$ cat src/rtl/mavg_channel_sched.sv
// mavg_channel_sched
// Shares one moving-average engine among NCH sample channels. A round-robin
// arbiter grants one channel per cycle. Each channel keeps a WINDOW-deep
// history and a running sum, and one shared adder/shift unit updates them.
// Results leave on a single valid/ready stream tagged with the channel id,
// one cycle after the sample is accepted.
//
// Optional feature: define MAVG_SCHED_WARMUP_EN to suppress results until a
// channel has received WINDOW samples. When it is undefined, every accepted
// sample produces a result averaged against zero-initialised history.
//
// Ports:
//   system1000      clock
//   system1000_rst  synchronous active-high reset
//   in_valid[NCH]   per-channel sample valid
//   in_data         per-channel signed samples, channel k at [k*DW +: DW]
//   in_ready[NCH]   per-channel accept (one-hot or zero)
//   flush           synchronous clear of all channel history
//   out_valid       result valid
//   out_data        signed average
//   out_ch          channel id of the result
//   out_ready       downstream accept
//   busy            output pending or any input valid
module mavg_channel_sched #(
    parameter int NCH    = 4,
    parameter int WINDOW = 4,
    parameter int DW     = 8
) (
    input  logic                   system1000,
    input  logic                   system1000_rst,
    input  logic [NCH-1:0]         in_valid,
    input  logic [NCH*DW-1:0]      in_data,
    output logic [NCH-1:0]         in_ready,
    input  logic                   flush,
    output logic                   out_valid,
    output logic [DW-1:0]          out_data,
    output logic [$clog2(NCH)-1:0] out_ch,
    input  logic                   out_ready,
    output logic                   busy
);

    localparam int CW = $clog2(NCH);
    localparam int LW = $clog2(WINDOW);
    localparam int SW = DW + LW;
    localparam logic [CW-1:0] PTR_INIT = CW'(NCH - 1);

    logic signed [DW-1:0] hist [NCH][WINDOW];
    logic signed [SW-1:0] sum  [NCH];
    logic [CW-1:0]        ptr;

    logic                 grant_found;
    logic [CW-1:0]        grant_ch;
    logic                 can_accept;
    logic                 xfer;
    logic                 emit;
    logic signed [DW-1:0] sample;
    logic signed [DW-1:0] oldest;
    logic signed [SW-1:0] new_sum;
    logic [DW-1:0]        avg;

    // Search starts one past the last granted channel and wraps.
    always_comb begin
        int            idx;
        logic [CW-1:0] cand;
        grant_found = 1'b0;
        grant_ch    = '0;
        for (int i = 1; i <= NCH; i++) begin
            idx  = (int'(ptr) + i) % NCH;
            cand = CW'(idx);
            if (!grant_found && in_valid[cand]) begin
                grant_found = 1'b1;
                grant_ch    = cand;
            end
        end
    end

    assign can_accept = !out_valid || out_ready;

    always_comb begin
        in_ready = '0;
        if (grant_found && can_accept && !flush && !system1000_rst)
            in_ready[grant_ch] = 1'b1;
    end

    assign xfer = |in_ready;
    assign busy = out_valid || (|in_valid);

    assign sample  = in_data[grant_ch*DW +: DW];
    assign oldest  = hist[grant_ch][WINDOW-1];
    assign new_sum = sum[grant_ch] - {{LW{oldest[DW-1]}}, oldest}
                                   + {{LW{sample[DW-1]}}, sample};
    // Arithmetic shift floors toward minus infinity; the quotient always fits DW.
    assign avg     = DW'(new_sum >>> LW);

`ifdef MAVG_SCHED_WARMUP_EN
    logic [LW:0] fill [NCH];
    assign emit = fill[grant_ch] >= (LW+1)'(WINDOW - 1);
`else
    assign emit = 1'b1;
`endif

    always_ff @(posedge system1000) begin
        if (system1000_rst || flush) begin
            for (int k = 0; k < NCH; k++) begin
                for (int j = 0; j < WINDOW; j++)
                    hist[k][j] <= '0;
                sum[k] <= '0;
`ifdef MAVG_SCHED_WARMUP_EN
                fill[k] <= '0;
`endif
            end
            ptr       <= PTR_INIT;
            out_valid <= 1'b0;
            if (system1000_rst) begin
                out_data <= '0;
                out_ch   <= '0;
            end
        end else begin
            if (xfer) begin
                ptr <= grant_ch;
                for (int j = WINDOW - 1; j > 0; j--)
                    hist[grant_ch][j] <= hist[grant_ch][j-1];
                hist[grant_ch][0] <= sample;
                sum[grant_ch]     <= new_sum;
`ifdef MAVG_SCHED_WARMUP_EN
                if (fill[grant_ch] < (LW+1)'(WINDOW))
                    fill[grant_ch] <= fill[grant_ch] + 1'b1;
`endif
            end
            if (xfer && emit) begin
                out_valid <= 1'b1;
                out_data  <= avg;
                out_ch    <= grant_ch;
            end else if (out_ready) begin
                out_valid <= 1'b0;
            end
        end
    end

endmodule

$ cat config.mk
export PLATFORM = sky130hd
export DESIGN_NAME = mavg_channel_sched
export DESIGN_NICKNAME = d
export VERILOG_FILES = /design/src/rtl/mavg_channel_sched.sv
export SDC_FILE = /design/constraint.sdc
export NUM_CORES = 1
export LEC_CHECK = 0
export BUFFER_PORTS_ARGS = -buffer_cell sky130_fd_sc_hd__clkbuf_2
export CORE_UTILIZATION = 55
export CTS_CLUSTER_DIAMETER = 60
export DETAILED_ROUTE_END_ITERATION = 16
export PLACE_DENSITY = 0.76
export RECOVER_POWER = 100
export SETUP_SLACK_MARGIN = 0.02
export SLEW_MARGIN = 20
export SYNTH_ARGS = -nofsm -noshare
export SYNTH_HDL_FRONTEND = slang
export SYNTH_SLANG_ARGS = --single-unit
$ cat constraint.sdc
create_clock -name system1000 -period 4.3 [get_ports system1000]
set_clock_uncertainty 0.1 [all_clocks]
set_input_delay 0.645 -clock system1000 [delete_from_list [all_inputs] [get_ports system1000]]
set_output_delay 0.645 -clock system1000 [all_outputs]
set_load 0.005 [all_outputs]
==> impl_metrics.ini <==
[detailed_routing]
drc = 0
vias_per_cell = 5.621
first_pass_iters = 5
wl_per_cell_um = 18.19
wl_um = 19990
drtAntennaViolNets = 0
vias = 6177
drt-initial-drc-count = 494

[finish]
drive_gt1_frac = 0.1812
final_cell_area_sq_um = 10400
final_cell_mix = edfxtp_1, nand2_1, and2_1
mostFrequentLayoutCell = edfxtp_1
area_growth_pct = 13.57
fin_nets = 932
diodes = 0
fin_cells = 1099
fillers = 1195
fin_util = 0.6477

[power]
p_leak_nw = 4.081
power.internal_mw = 3.681
pwr-share-seq = 0.413
swShare = 0.3115
peakVddDrop_v = 0.0003700
power_density_nw_per_um2 = 514.0
finalPower_mw = 5.346
p_sw_mw = 1.665
p_clk_frac = 0.275
p_comb_frac = 0.311

[worst_setup_path]
reg2reg_slack_ns = 0.27
slowest_delay_ns = 0.47
path_buf_inv = 3
critPathKind = reg -> reg
crit_path_cell_trace = nand2b_4, a21boi_2, or3_4, buf_4, nand3_1, o21ai_1, ha_1, inv_1, ha_1, fa_2, a21o_1, a21oi_2, o21ai_0, a31oi_1, xor2_1, buf_4, nor2_1
worstPathArrival_ns = 4.07
crit_fanout = 20
required_ns = 4.35
crit_path_end_kind = flip-flop
slowest_stage = or3_4
start_kind = flip-flop
cp_top_family = adder cells

[timing]
post-route-period-util = 0.9369
tightest_slew_ns = 1.338
finalHoldViolCount = 0
relSlewSlack = 0.1080
timing.final.ws_setup_ns = 0.2714
holdWs_ns = 0.4150
fin_setup_tns_ns = 0
fin_crit_ns = 4.029
fmax_mhz = 248.2
setup_viol = 0
drv_slew = 0
rsz0062_at_grt = false

[clocking]
htree_levels = 4
cts-root-buf = clkbuf_16
cts-resized-gates = 0
cts.sinks = 181
insertion_delay_ns = 0.43
cts_tree = done
postCtsSetupRepairBufs = 0
hold_buffers = 0
ctsLongestPathBuffers = 2
cts_made_buffers = 17
clk_pin_slew_ns = 0.06

[synth]
synthDistinctLibCells = 49
synth_edf_count = 178
syn_inst = 789
synth_warnings = 0
synth_ff_type = edfxtp_1
synth_nets = 849
synth-seq-cells = 181
synth_area_sq_um = 9158
synth_area_per_cell_sq_um = 11.61
ys_async_sr_fraction = 0
ys_seq_area_frac = 0.5902

[placed_design]
gp_congestion = 0.8542
place_ws_ns = -0.1354
io_buffers = 55
placed_area_sq_um = 9915
post-dp-hpwl_um = 13410
post-place-cells = 1069

[global_routing]
grt_pass1_wl_um = 32060
overflow = 0
grt_usage = 0.2556
antenna_found_initial = 0
grt_pass1_vias = 6260
grt_max_degree = 36

[floorplan]
start_util = 0.5703
rows = 46
die_x_um = 131.0
io_pins = 56
die_area_sq_um = 17170
dieHeight_um = 131.0
core-area_sq_um = 16060

[flow_run]
cap_violations = 0

[worst_hold_path]
min_path_type = in -> reg

[outcome]
status = finished clean
## registers in the layout, summed over array words and instances (netlist names)
signal / cells
sum: 40
hist: 128
out_ch: 2
out_data: 8
ptr: 2
out_valid: 1
## layout make-up
type                    count  area [sq um]  share of cell area
repair buffers            114         685.7             0.06593
clock inverters            11         112.6             0.01083
clock buffers              19         432.9             0.04163
multi-input cells         529          3383              0.3253
well taps                 216         270.3             0.02599
flip-flops and latches    181          5406              0.5198
inverters                  29         108.9             0.01047
## per-layer routing
layer  vias up  share of wire  global-route usage
li1       2898              -                   -
met1      3057           0.40              0.3225
met2       193           0.51              0.4398
met3        29          0.063             0.05293
met4         0          0.018             0.08587
met5         -              0                   0
## worst reg2reg max path: cells and delay by family (launching register included)
| family | cells | cell delay, ns |
|---|---|---|
| adders and majority gates | 3 | 0.91 |
| xor gates and xnor gates | 1 | 0.17 |
| buffers and inverters | 3 | 0.49 |
| DFF | 1 | 0.42 |
| and+or+nand+nor | 4 | 0.83 |
| AOI/OAI and AO/OA | 6 | 0.83 |
## logic make-up (layout without fill, tap and decap cells)
kind of cell	Yosys count	in the layout	synth area share
flip-flops	181	181	0.5902
buffers and inverters	79	173	0.04536
XOR/XNOR	10	10	0.009564
AO/OA/AOI/OAI	103	103	0.08799
multiplexers	27	27	0.03088
AND/OR/NAND/NOR	369	369	0.2013
adder cells (fa/ha/maj)	20	20	0.03470
## synth_stat cells, types with 4 or more instances
master,count,area (sq um)
xor2_1,5,43.79
clkbuf_1,11,41.29
nand3_1,10,50.05
a211oi_1,11,82.58
buf_2,23,115.1
and2_1,147,919.6
ha_1,11,137.6
nand2b_1,7,43.79
xnor2_1,5,43.79
nor2_1,68,255.2
edfxtp_1,178,5345
inv_1,20,75.07
mux2i_1,26,260.3
a21oi_1,10,50.05
nand2_1,118,442.9
o21ai_1,9,45.04
buf_6,10,112.6
a211oi_2,23,287.8
buf_4,4,30.03
inv_2,9,33.78
a31oi_1,33,206.5
fa_1,9,180.2
## final timing paths
kind	startpoint	end	depth (start not counted)
setup / recovery	ptr[0]	sum[1][8]	17
hold / removal	in_data[30]	hist[3][30]	2
setup reg to reg	ptr[0]	sum[1][8]	17
hold reg to reg	hist[3][22]	hist[3][14]	1
## power groups by stage
stage | sequential, mW | combinational [mW] | clock, mW
global route | 2.23 | 1.83 | 1.55
floorplan | 2.23 | 1.06 | 0
global placement | 2.24 | 1.61 | 0
detailed placement | 2.25 | 1.66 | 0
CTS | 2.21 | 1.68 | 1.49
finish | 2.21 | 1.66 | 1.47
No activity file was read; power rests on OpenSTA's default activity.
